`src/rtl/uart_tx_fifo_pkg.sv`:
```
// Shared definitions for the UART transmit buffer: launch FSM encoding and default depth.
package uart_tx_fifo_pkg;

    localparam int TXF_DEFAULT_DEPTH = 8;

    typedef enum logic [1:0] {
        TXF_IDLE      = 2'd0,
        TXF_WAIT_BUSY = 2'd1,
        TXF_WAIT_DONE = 2'd2
    } txf_state_e;

endpackage

```
`src/rtl/uart_tx_fifo_sync_fifo.sv`:
```
// Circular register-array FIFO with separate occupancy counter; reusable for an RX buffer.
module sync_fifo
    import uart_tx_fifo_pkg::*;
#(
    parameter int  DEPTH  = TXF_DEFAULT_DEPTH,
    parameter int  WIDTH  = 8,
    localparam int ADDR_W = $clog2(DEPTH)
) (
    input  logic              clk,
    input  logic              rst_n,
    input  logic              flush,
    input  logic              push,
    input  logic [WIDTH-1:0]  push_data,
    input  logic              pop,
    output logic [WIDTH-1:0]  pop_data,
    output logic              full,
    output logic              empty,
    output logic [ADDR_W:0]   count
);

    localparam logic [ADDR_W:0] FULL_COUNT = (ADDR_W + 1)'(DEPTH);

    logic [WIDTH-1:0]  mem [DEPTH];
    logic [ADDR_W-1:0] wr_ptr;
    logic [ADDR_W-1:0] rd_ptr;
    logic              do_push;
    logic              do_pop;

    // A full FIFO refuses a push even when a pop frees a slot in the same cycle.
    assign do_push  = push && !full && !flush;
    assign do_pop   = pop && !empty && !flush;
    assign full     = (count == FULL_COUNT);
    assign empty    = (count == '0);
    assign pop_data = mem[rd_ptr];

    always_ff @(posedge clk or negedge rst_n) begin
        if (!rst_n) begin
            wr_ptr <= '0;
            rd_ptr <= '0;
            count  <= '0;
        end else if (flush) begin
            wr_ptr <= '0;
            rd_ptr <= '0;
            count  <= '0;
        end else begin
            if (do_push) wr_ptr <= wr_ptr + ADDR_W'(1);
            if (do_pop)  rd_ptr <= rd_ptr + ADDR_W'(1);
            case ({do_push, do_pop})
                2'b10:   count <= count + (ADDR_W + 1)'(1);
                2'b01:   count <= count - (ADDR_W + 1)'(1);
                default: count <= count;
            endcase
        end
    end

    always_ff @(posedge clk) begin
        if (do_push) mem[wr_ptr] <= push_data;
    end

endmodule

```
`src/rtl/uart_tx_fifo.sv`:
```
// Byte buffer between the core's '.' output and the UART transmitter, with a launch sequencer.
module uart_tx_fifo
    import uart_tx_fifo_pkg::*;
#(
    parameter int  DEPTH  = TXF_DEFAULT_DEPTH,
    localparam int ADDR_W = $clog2(DEPTH)
) (
    input  logic              clk_i,
    input  logic              rst_i,
    input  logic              wr_valid_i,
    input  logic [7:0]        wr_data_i,
    output logic              wr_ready_o,
    input  logic              flush_i,
    output logic              tx_start_o,
    output logic [7:0]        tx_data_o,
    input  logic              tx_busy_i,
    output logic              empty_o,
    output logic [ADDR_W:0]   count_o,
    output logic              overflow_o,
    output logic [1:0]        dbg_state
);

    // Write handshake: a byte transfers on a rising edge where wr_valid_i && wr_ready_o;
    // wr_ready_o depends only on the stored count, never on wr_valid_i or a same-cycle pop.

    txf_state_e state;
    txf_state_e state_next;
    logic       start_next;
    logic [7:0] data_next;
    logic       overflow_next;
    logic       pop;
    logic       full;
    logic [7:0] head_data;

    sync_fifo #(
        .DEPTH (DEPTH),
        .WIDTH (8)
    ) u_fifo (
        .clk       (clk_i),
        .rst_n     (rst_i),
        .flush     (flush_i),
        .push      (wr_valid_i),
        .push_data (wr_data_i),
        .pop       (pop),
        .pop_data  (head_data),
        .full      (full),
        .empty     (empty_o),
        .count     (count_o)
    );

    assign wr_ready_o = !full;
    assign dbg_state  = state;

    always_ff @(posedge clk_i or negedge rst_i) begin
        if (!rst_i) begin
            state      <= TXF_IDLE;
            tx_start_o <= 1'b0;
            tx_data_o  <= 8'h00;
            overflow_o <= 1'b0;
        end else begin
            state      <= state_next;
            tx_start_o <= start_next;
            tx_data_o  <= data_next;
            overflow_o <= overflow_next;
        end
    end

    // tx_busy_i only matters once a byte is in flight; IDLE ignores it.
    always_comb begin
        state_next    = state;
        start_next    = 1'b0;
        data_next     = tx_data_o;
        pop           = 1'b0;
        overflow_next = overflow_o;
        if (flush_i) begin
            overflow_next = 1'b0;
        end else if (wr_valid_i && full) begin
            overflow_next = 1'b1;
        end
        case (state)
            TXF_IDLE: begin
                if (!empty_o && !flush_i) begin
                    pop        = 1'b1;
                    start_next = 1'b1;
                    data_next  = head_data;
                    state_next = TXF_WAIT_BUSY;
                end
            end
            TXF_WAIT_BUSY: begin
                if (tx_busy_i) state_next = TXF_WAIT_DONE;
            end
            TXF_WAIT_DONE: begin
                if (!tx_busy_i) state_next = TXF_IDLE;
            end
            default: begin
                state_next = TXF_IDLE;
            end
        endcase
    end

endmodule

```
`config.mk`:
```
export PLATFORM = sky130hd
export DESIGN_NAME = uart_tx_fifo
export DESIGN_NICKNAME = d
export VERILOG_FILES = /design/src/rtl/uart_tx_fifo_pkg.sv /design/src/rtl/uart_tx_fifo_sync_fifo.sv /design/src/rtl/uart_tx_fifo.sv
export SDC_FILE = /design/constraint.sdc
export NUM_CORES = 1
export LEC_CHECK = 0
export ABC_AREA = 1
export CELL_PAD_IN_SITES_DETAIL_PLACEMENT = 1
export CELL_PAD_IN_SITES_GLOBAL_PLACEMENT = 1
export CORE_ASPECT_RATIO = 0.7
export CORE_MARGIN = 2
export CORE_UTILIZATION = 48
export CTS_BUF_LIST = sky130_fd_sc_hd__clkbuf_2
export DETAILED_ROUTE_END_ITERATION = 8
export GPL_TIMING_DRIVEN = 0
export PLACE_DENSITY_LB_ADDON = 0.1
export RECOVER_POWER = 25
export SETUP_SLACK_MARGIN = 0.4
export SYNTH_ARGS = -nofsm -noshare
export SYNTH_HDL_FRONTEND = slang
export SYNTH_SLANG_ARGS = --single-unit
```
`constraint.sdc`:
```
create_clock -name clk_i -period 2.16 [get_ports clk_i]
set_input_delay 0.432 -clock clk_i [delete_from_list [all_inputs] [get_ports clk_i]]
set_output_delay 0.432 -clock clk_i [all_outputs]
set_load 0.02 [all_outputs]
```
# After elaboration in Yosys (flattened, before gate mapping)
# Memory sizes are Yosys's and may differ from the RTL's. A register that Yosys moved wholly into a read port is not among the register bits.
# Cells that the tools add are included.
# W data, S select, Z words.
[word_totals] latchBits=0 regBits=14 mem_bits_rw=64 romBits=0 output_inout_bits=18 n_memories=1
[classes] multipliers=0 magnitude_cmp=0 eq_ne=8 reduce_logical=18 n_bitwise=0 n_div=0 addsub=4 n_mux=16 shifts=0
[memory_table] name="u_fifo.mem" depth=8 width=8 read_ports=1 rd_ports_with_merged_regs=1 wr=1 line="uart_tx_fifo_sync_fifo.sv:23" rtl="logic [WIDTH-1:0] mem [DEPTH];"
[op_table] cell="$mux W3" count=4
[op_table] cell="$pmux W4 S2" count=1
[op_table] cell="$add A3 B1 Y3 const B" count=2
[op_table] cell="$logic_and A1 B1 Y1" count=6
[op_table] cell="$mux W1" count=6
[op_table] cell="$mux W2" count=3
[op_table] cell="$ne A2 B2 Y1 const B" count=3
[op_table] cell="$pmux W2 S3" count=1
[op_table] cell="$reduce_bool A2 Y1" count=3
[op_table] cell="$add A4 B1 Y4 const B" count=1
[op_table] cell="$eq A2 B1 Y1 const B" count=2
[op_table] cell="$eq A2 B2 Y1 const B" count=2
[op_table] cell="$eq A4 B4 Y1 const B" count=1
[op_table] cell="$logic_not A1 Y1" count=4
[op_table] cell="$logic_not A4 Y1" count=1
[op_table] cell="$mux W4" count=1
[op_table] cell="$sub A4 B1 Y4 const B" count=1
[op_table] cell="$reduce_and A3 Y1" count=1
[op_table] cell="$reduce_bool A3 Y1" count=1
[op_table] cell="$logic_not A2 Y1" count=1
[op_table] cell="$reduce_and A2 Y1" count=1

# Depth between registers and ports, before layout
# Gate-level depths: netlist of the first run.
[depth] depth_word=10 ltp_mapped=14

# Hierarchy
# Synthesis of the first run repeated with hierarchy kept, for this count alone.
[hier_totals] cells_unflattened=329 area_unflattened_um2=3687.3
[modules_own_cells] module="sync_fifo" instances=1 cells_per_inst=279 area_per_inst_um2=3208.1
[modules_own_cells] module="uart_tx_fifo" instances=1 cells_per_inst=50 area_per_inst_um2=479.2

# Worst setup path before layout of the first run
# Ideal clock, no wire load.
[synth_timing] path_kind="flip-flop to flip-flop" from="register u_fifo.count[0]" to="register u_fifo.count[3]" setup_slack_ns=0.171 path_stages_with_launch=13 arrival_ns=1.872 path_cell_list="dfrtp_1 > nor2_2 > a21oi_1 > nor2_1 > ha_1 > a21oi_1 > nand2_1 > nand2_1 > nand2_1 > nand2_1 > nand2_1 > nand2_1 > nand2_1"
[synth_between] elab_chain_len=10 word_cells_on_any_way=18
[synth_lines] element="start, declared" line="uart_tx_fifo_sync_fifo.sv:18" rtl="output logic [ADDR_W:0] count"
[synth_lines] element="start signal, assigned" line="uart_tx_fifo_sync_fifo.sv:49" rtl="2'b10: count <= count + (ADDR_W + 1)'(1);"
[synth_lines] element="start signal, assigned" line="uart_tx_fifo_sync_fifo.sv:50" rtl="2'b01: count <= count - (ADDR_W + 1)'(1);"
[synth_lines] element="start signal, assigned" line="uart_tx_fifo_sync_fifo.sv:51" rtl="default: count <= count;"
[synth_lines] element="$logic_not A4 Y1" line="uart_tx_fifo_sync_fifo.sv:33" rtl="assign empty = (count == '0);"
[synth_lines] element="$logic_not A1 Y1" line="uart_tx_fifo_sync_fifo.sv:31, uart_tx_fifo.sv:82"
[synth_lines] element="$logic_and A1 B1 Y1" line="uart_tx_fifo.sv:82" rtl="if (!empty_o && !flush_i) begin"
[synth_lines] element="$mux W1" line="uart_tx_fifo.sv:82"
[synth_lines] element="$mux W1" line="uart_tx_fifo.sv:80" rtl="case (state)"
[synth_lines] element="$logic_and A1 B1 Y1 (2 in series)" line="uart_tx_fifo_sync_fifo.sv:31" rtl="assign do_pop = pop && !empty && !flush;"
[synth_lines] element="$eq A2 B1 Y1 / $eq A2 B2 Y1 (equally long branches)" line="uart_tx_fifo_sync_fifo.sv:48" rtl="case ({do_push, do_pop})"
[synth_lines] element="$pmux W4 S2" line="uart_tx_fifo_sync_fifo.sv:48"
[synth_lines] element="$mux W4" line="uart_tx_fifo_sync_fifo.sv:41" rtl="end else if (flush) begin"
# Several ways; a longest one is shown, not always the timed one.
# A chain may end at the register's enable or synchronous reset.

# Worst setup path in the final report of the first run
[layout_timing] from="register u_fifo.count[0]" to="register u_fifo.count[2]"
# Same word-level chain as after synthesis.

==> results of run 1 <==
## layout by cell type, fill, tap and decap left out, types with 2 or more instances in the layout
cell type / n
dlygate4sd2_1: 4
dfrtp_2: 6
nand2_1: 43
clkdlybuf4s50_1: 4
clkbuf_1: 2
clkdlybuf4s15_1: 8
a21oi_4: 2
inv_2: 6
a21oi_1: 2
inv_1: 6
nand2_2: 5
nand2_4: 6
clkinv_1: 2
ha_1: 3
dfrtp_1: 16
buf_12: 7
nor2_1: 50
nor2_2: 2
clkbuf_2: 11
o21a_1: 2
o21ai_0: 36
o211ai_1: 16
buf_2: 8
nor2_4: 13
nand3_2: 2
nand3_1: 10
edfxtp_1: 64
buf_4: 21
buf_6: 12
clkinvlp_4: 2
dlygate4sd3_1: 7
## cells by family after synthesis
group	synth area share, %
adder cells (fa/ha/maj)	1.95
AO/OA/AOI/OAI	10.0
XOR/XNOR	0.244
flip-flops	68.8
buffers and inverters	3.31
AND/OR/NAND/NOR	15.6
## area by class of cell
class	count	share of cell area (%)
sequential	86	53.4
buffer	13	1.51
clock inverter	6	1.35
multi-input combinational	199	25.1
timing repair buffer	62	13.9
tap	98	2.64
clock buffer	10	1.08
inverter	13	1.05
## critical path: stages (launching register included)
cell and delay [ns]:
dfrtp_2 0.48, nor2_4 0.17, nand2_2 0.11, nand2_4 0.10, nor2_4 0.06, buf_4 0.14
buf_6 0.11, fa_1 0.37, xor2_1 0.17, nand2_1 0.08, nand2_1 0.07
## power breakdown
group          internal (W)  switching [W]
clock network      0.000268       0.000547
logic              0.000834        0.00117
registers           0.00194       0.000124
total               0.00305        0.00184
## worst min-delay path by stage
stage	startpoint	to	slack, ns	cells after the start
3_3_place_gp	tx_data_o[3]	tx_data_o[3]	0.46	2
4_1_cts	rst_i	u_fifo.rd_ptr[2]	0.45	1
5_1_grt	tx_busy_i	dbg_state[1]	0.46	2
6_report	rst_i	tx_data_o[6]	0.44	1
2_1_floorplan	rst_i	dbg_state[0]	0.14	0
3_5_place_dp	tx_data_o[4]	tx_data_o[4]	0.48	2
## flip-flops by register name, summed over array words and instances, names as in the netlist
| signal | cells |
|---|---|
| u_fifo.mem | 64 |
| dbg_state | 2 |
| overflow_o | 1 |
| u_fifo.rd_ptr | 3 |
| tx_start_o | 1 |
| u_fifo.wr_ptr | 3 |
| tx_data_o | 8 |
| u_fifo.count | 4 |
## repair_timing
item,in CTS,in global routing
setup endpoints to repair,85,83
hold buffers,0,0
pin swaps,12,8
buffers inserted,17,15
resized for setup,52,40
## per-stage QoR
step / cells / area [um2] / setup TNS [ns]
3_3_place_gp: 439 / 4080 / -8.19
6_report: 487 / 4650 / 0
4_1_cts: 472 / 4420 / 0
2_1_floorplan: 311 / 3650 / 0
5_1_grt: 487 / 4650 / 0
3_5_place_dp: 439 / 4080 / -13.41
## metal layers
| metal | wire length (um) | part of all wire [%] | global-route usage (%) | up-vias |
|---|---|---|---|---|
| met4 | 220 | 2.2 | 5.90 | 0 |
| met3 | 487 | 4.9 | 5.05 | 18 |
| met2 | 5010 | 51 | 38.4 | 78 |
| li1 | - | - | - | 1227 |
| met5 | 0 | 0 | 0 | - |
| met1 | 4160 | 42 | 33.8 | 1386 |
==> flow_metrics.env, run 1 <==
export IMPL_io_buffers=30
export IMPL_reg2reg_depth=10
export IMPL_drt_initial_drc_count=123
export IMPL_fp_dieH_um=76.4
export IMPL_wl_per_cell_um=20.3
export IMPL_fin_util_pct=63.8
export IMPL_power_density_nw_per_um2=1050
export IMPL_yosys_most_used_dff="edfxtp_1"
export IMPL_synth_edf_count=64
export IMPL_clockRootBuffer="clkbuf_2"
export IMPL_syn_nets=329
export IMPL_antenna_found_initial=0
export IMPL_synth_top_area_share_pct=53.5
export IMPL_reg2reg_to="u_fifo.count[2]"
export IMPL_status="finished clean"
export IMPL_fill_cells=746
export IMPL_rsz0062_at_grt="true"
export IMPL_antenna_left=0
export IMPL_avgViaCountPerCell=5.56
export IMPL_yosysTopAreaCell="edfxtp_1"
export IMPL_clk_insertion_delay_late_ns=0.50
export IMPL_grt_pass1_wl_um=14600
export IMPL_grtUsageTotal_pct=23.9
export IMPL_grt_max_degree=23
export IMPL_synthTopCellsByCount="edfxtp_1 (64), nor2_1 (61), nand2_1 (49), o21ai_0 (36), dfrtp_1 (22)"
export IMPL_regArea_um2=2480
export IMPL_synthArstFlopShare_pct=25.6
export IMPL_r2r_slack_ns=0.25
export IMPL_pre_cts_ws_ns=-0.399
export IMPL_cp_endpoint="u_fifo.count[2]"
export IMPL_drc_errors=0
export IMPL_gr_total_overflow=0
export IMPL_num_rows=26
export IMPL_critical_path_startpoint="u_fifo.count[0]"
export IMPL_grt_pass1_vias=2693
export IMPL_worstPathMaxFanout=4
export IMPL_multi_input_area_um2=1170
export IMPL_vias=2709
export IMPL_cp_end_kind="flop"
export IMPL_fin_skew_ns=0.0245
export IMPL_yosysSeqAreaShare_pct=68.8
export IMPL_clk_path_buf_depth=2
export IMPL_clkTransAtPathRegs_ns=0.24
export IMPL_max_freq_ghz=0.525
export IMPL_tightestPinTransition_ns=1.02
export IMPL_r2r_start="u_fifo.count[0]"
export IMPL_hold_slack_ns=0.441
export IMPL_antenna_cells=0
export IMPL_die_area_um2=8200
export IMPL_slew_violations=0
export IMPL_syn_area_um2=3590
export IMPL_start_kind="flop"
export IMPL_drt_pass1_iterations=5
export IMPL_fin_ws_ns=0.254
export IMPL_htree_levels=3
export IMPL_io_pin_count=31
export IMPL_critPathArrivalTime_ns=2.35
export IMPL_synthTopCellsByArea="edfxtp_1 (54%), dfrtp_1 (15%), nor2_1 (6.4%)"
export IMPL_critPathRequiredTime_ns=2.60
export IMPL_nNetsFinal=402
export IMPL_peakVddDrop_v=0.000561
export IMPL_clock_sinks=86
export IMPL_fin_crit_sh_pct=88.3
export IMPL_core_um2=7290
export IMPL_max_cap_viol_count=0
export IMPL_holdCritPathClass="input pin to asynchronous set/reset pin"
export IMPL_synth_cell_types=28
export IMPL_synthCells=311
export IMPL_wl_um=9870
export IMPL_worstSetupPathType="flop to flop"
export IMPL_setup_viol=0
export IMPL_syn2layout_area_growth_pct=29.4
export IMPL_initial_core_util_pct=49.3
export IMPL_drive_gt1_share_pct=28.0
export IMPL_relSlewSlack_pct=31.7
export IMPL_place_hpwl_um=6130
export IMPL_yosysMostFrequentCell="edfxtp_1"
export IMPL_cts_inserted_buffers=9
export IMPL_syn_area_per_cell_um2=11.6
export IMPL_cts_tree="built"
export IMPL_finalCriticalPeriod_ns=1.91
export IMPL_ys_warn_count=0
export IMPL_ys_ff_latch=86
export IMPL_leakage_nw=1.82
export IMPL_power_w=0.00488
export IMPL_globalplace_congestion=0.817
export IMPL_die_w_um=107
export IMPL_hold_viol=0
Note: power is estimated with default switching activity, not from simulation.
==> run 2, diff against run 1 <==
Settings changed: CORE_UTILIZATION 48 to 45, SETUP_SLACK_MARGIN 0.4 to 0.3, SLEW_MARGIN from default to 15.
==> run 2 against run 1 <==
Combinational power decreased by 15%; total power decreased by 8.6%; first-iteration DRC count increased by 28%; die area increased by 6.4%; critical endpoint is now u_fifo.count[3]; largest power group unchanged.
==> flow_metrics.env, run 2 (synthesis results as in run 1) <==
export IMPL_critPathRequiredTime_ns=2.59
export IMPL_antenna_found_initial=0
export IMPL_critical_path_startpoint="u_fifo.count[3]"
export IMPL_num_rows=27
export IMPL_gr_total_overflow=0
export IMPL_wl_per_cell_um=18.8
export IMPL_cts_inserted_buffers=9
export IMPL_die_area_um2=8720
export IMPL_antenna_left=0
export IMPL_tightestPinTransition_ns=0.539
export IMPL_relSlewSlack_pct=64.1
export IMPL_wl_um=8990
export IMPL_worstSetupPathType="flop to flop"
export IMPL_clock_sinks=86
export IMPL_htree_levels=3
export IMPL_reg2reg_depth=13
export IMPL_layout_common_cells="edfxtp_1 (64), nor2_1 (51), nand2_1 (47)"
export IMPL_met2_usage_pct=34.8
export IMPL_finalCriticalPeriod_ns=1.90
export IMPL_pre_cts_ws_ns=-0.582
export IMPL_final_common_cell="edfxtp_1"
export IMPL_grt_pass1_wl_um=14000
export IMPL_start_kind="flop"
export IMPL_setup_viol=0
export IMPL_cp_end_kind="flop"
export IMPL_fin_crit_sh_pct=87.8
export IMPL_drt_pass1_iterations=4
export IMPL_rsz0062_at_grt="true"
export IMPL_status="finished clean"
export IMPL_io_pin_count=31
export IMPL_vias=2543
export IMPL_peakVddDrop_v=0.000472
export IMPL_initial_core_util_pct=46.0
export IMPL_clkTransAtPathRegs_ns=0.23
export IMPL_nNetsFinal=391
export IMPL_core_um2=7800
export IMPL_clk_insertion_delay_late_ns=0.54
export IMPL_fin_ws_ns=0.264
export IMPL_grt_pass1_vias=2615
export IMPL_syn2layout_area_growth_pct=23.8
export IMPL_slew_violations=0
export IMPL_grtUsageMet3_pct=5.50
export IMPL_die_w_um=111
export IMPL_power_density_nw_per_um2=1000
export IMPL_max_cap_viol_count=0
export IMPL_fp_dieH_um=78.8
export IMPL_drc_errors=0
export IMPL_busiest_layer="met2"
export IMPL_drive_gt1_share_pct=22.0
export IMPL_grt_max_degree=23
export IMPL_place_hpwl_um=6130
export IMPL_holdCritPathClass="input pin to asynchronous set/reset pin"
export IMPL_avgViaCountPerCell=5.31
export IMPL_hold_viol=0
export IMPL_place_area_um2=4020
export IMPL_io_buffers=30
export IMPL_antenna_cells=0
export IMPL_drt_initial_drc_count=158
export IMPL_biggestRegsByFlops="u_fifo.mem: 64 flops, tx_data_o: 8 flops, u_fifo.count: 4 flops"
export IMPL_max_freq_ghz=0.527
export IMPL_regMostFlops="u_fifo.mem"
export IMPL_fin_area_um2=4450
export IMPL_clockRootBuffer="clkbuf_2"
export IMPL_largest_register_ff_count=64
export IMPL_critPathArrivalTime_ns=2.33
export IMPL_grt_util_met1_pct=30.0
export IMPL_globalplace_congestion=0.782
export IMPL_r2r_start="u_fifo.count[3]"
export IMPL_leakage_nw=1.74
export IMPL_fill_cells=835
export IMPL_fin_skew_ns=0.0318
export IMPL_grtUsageTotal_pct=21.6
export IMPL_cts_tree="built"
export IMPL_clk_path_buf_depth=2
export IMPL_worstPathMaxFanout=4
run 2: cell types whose count changed in the layout (fill, tap and decap cells not counted), moves of 4 or more:
cell / previous run / this run
buf_4: 21 / 14
buf_6: 12 / 3
clkdlybuf4s15_1: 8 / 1
dlygate4sd2_1: 4 / 14
inv_2: 6 / 2
nand2_1: 43 / 47
run 2: area by class of cell:
cell class | count | area (um2) | share of cell area, %
multi-input combinational | 199 | 1110 | 25.0
clock inverter | 6 | 37.5 | 0.844
sequential | 86 | 2480 | 55.7
timing repair buffer | 51 | 518 | 11.7
tap | 101 | 126 | 2.84
clock buffer | 10 | 50.0 | 1.13
buffer | 13 | 70.1 | 1.58
inverter | 13 | 56.3 | 1.27
run 2: power breakdown:
group / internal, W / switching [W]
sequential: 0.00194 / 0.000111
combinational: 0.000646 / 0.00106
clock: 0.000153 / 0.000556
total: 0.00274 / 0.00172
run 2: repair_timing:
item	4_1_cts	5_1_grt
hold buffers	0	1
buffers inserted	14	6
hold endpoints to repair	0	22
setup endpoints to repair	84	70
pin swaps	10	7
gates resized for setup	57	11
run 2: per-stage QoR:
step	total power, W	hold WS [ns]	setup TNS [ns]	instances	utilization (%)
after floorplan	0.00301	0.136	0	311	-
after global placement	0.00359	0.463	-19.36	442	51.6
after detailed placement	0.00364	0.478	-23.39	442	51.6
after CTS	0.00441	0.388	0	472	55.2
after global routing	0.00475	0.363	0	479	57.0
final	0.00446	0.384	0	479	57.0
run 2: worst paths after layout:
path	end	slack (ns)
hold reg to reg	tx_data_o[4]	0.52
min in group clk_i	dbg_state[0]	0.48
setup / recovery	u_fifo.count[3]	0.26
hold / removal	overflow_o	0.38
max in group asynchronous	u_fifo.count[2]	1.40
setup reg to reg	u_fifo.count[3]	0.26
run 2: metal layers:
layer	vias to the layer above	wire length [um]
met3	12	402
met1	1280	4030
met5	-	0
met4	0	116
met2	46	4440
li1	1205	-
run 2: critical path: stages, from the launching register on:
cell     delay (ns)
dfrtp_1        0.47
inv_2          0.09
nor2_2         0.05
a21oi_2        0.29
nor2_4         0.11
ha_1           0.28
nand3_1        0.12
nand2_1        0.07
nand2_1        0.08
nand2_1        0.05
nand2_1        0.06
nand2_1        0.06
nand2_1        0.06
nand2_1        0.05
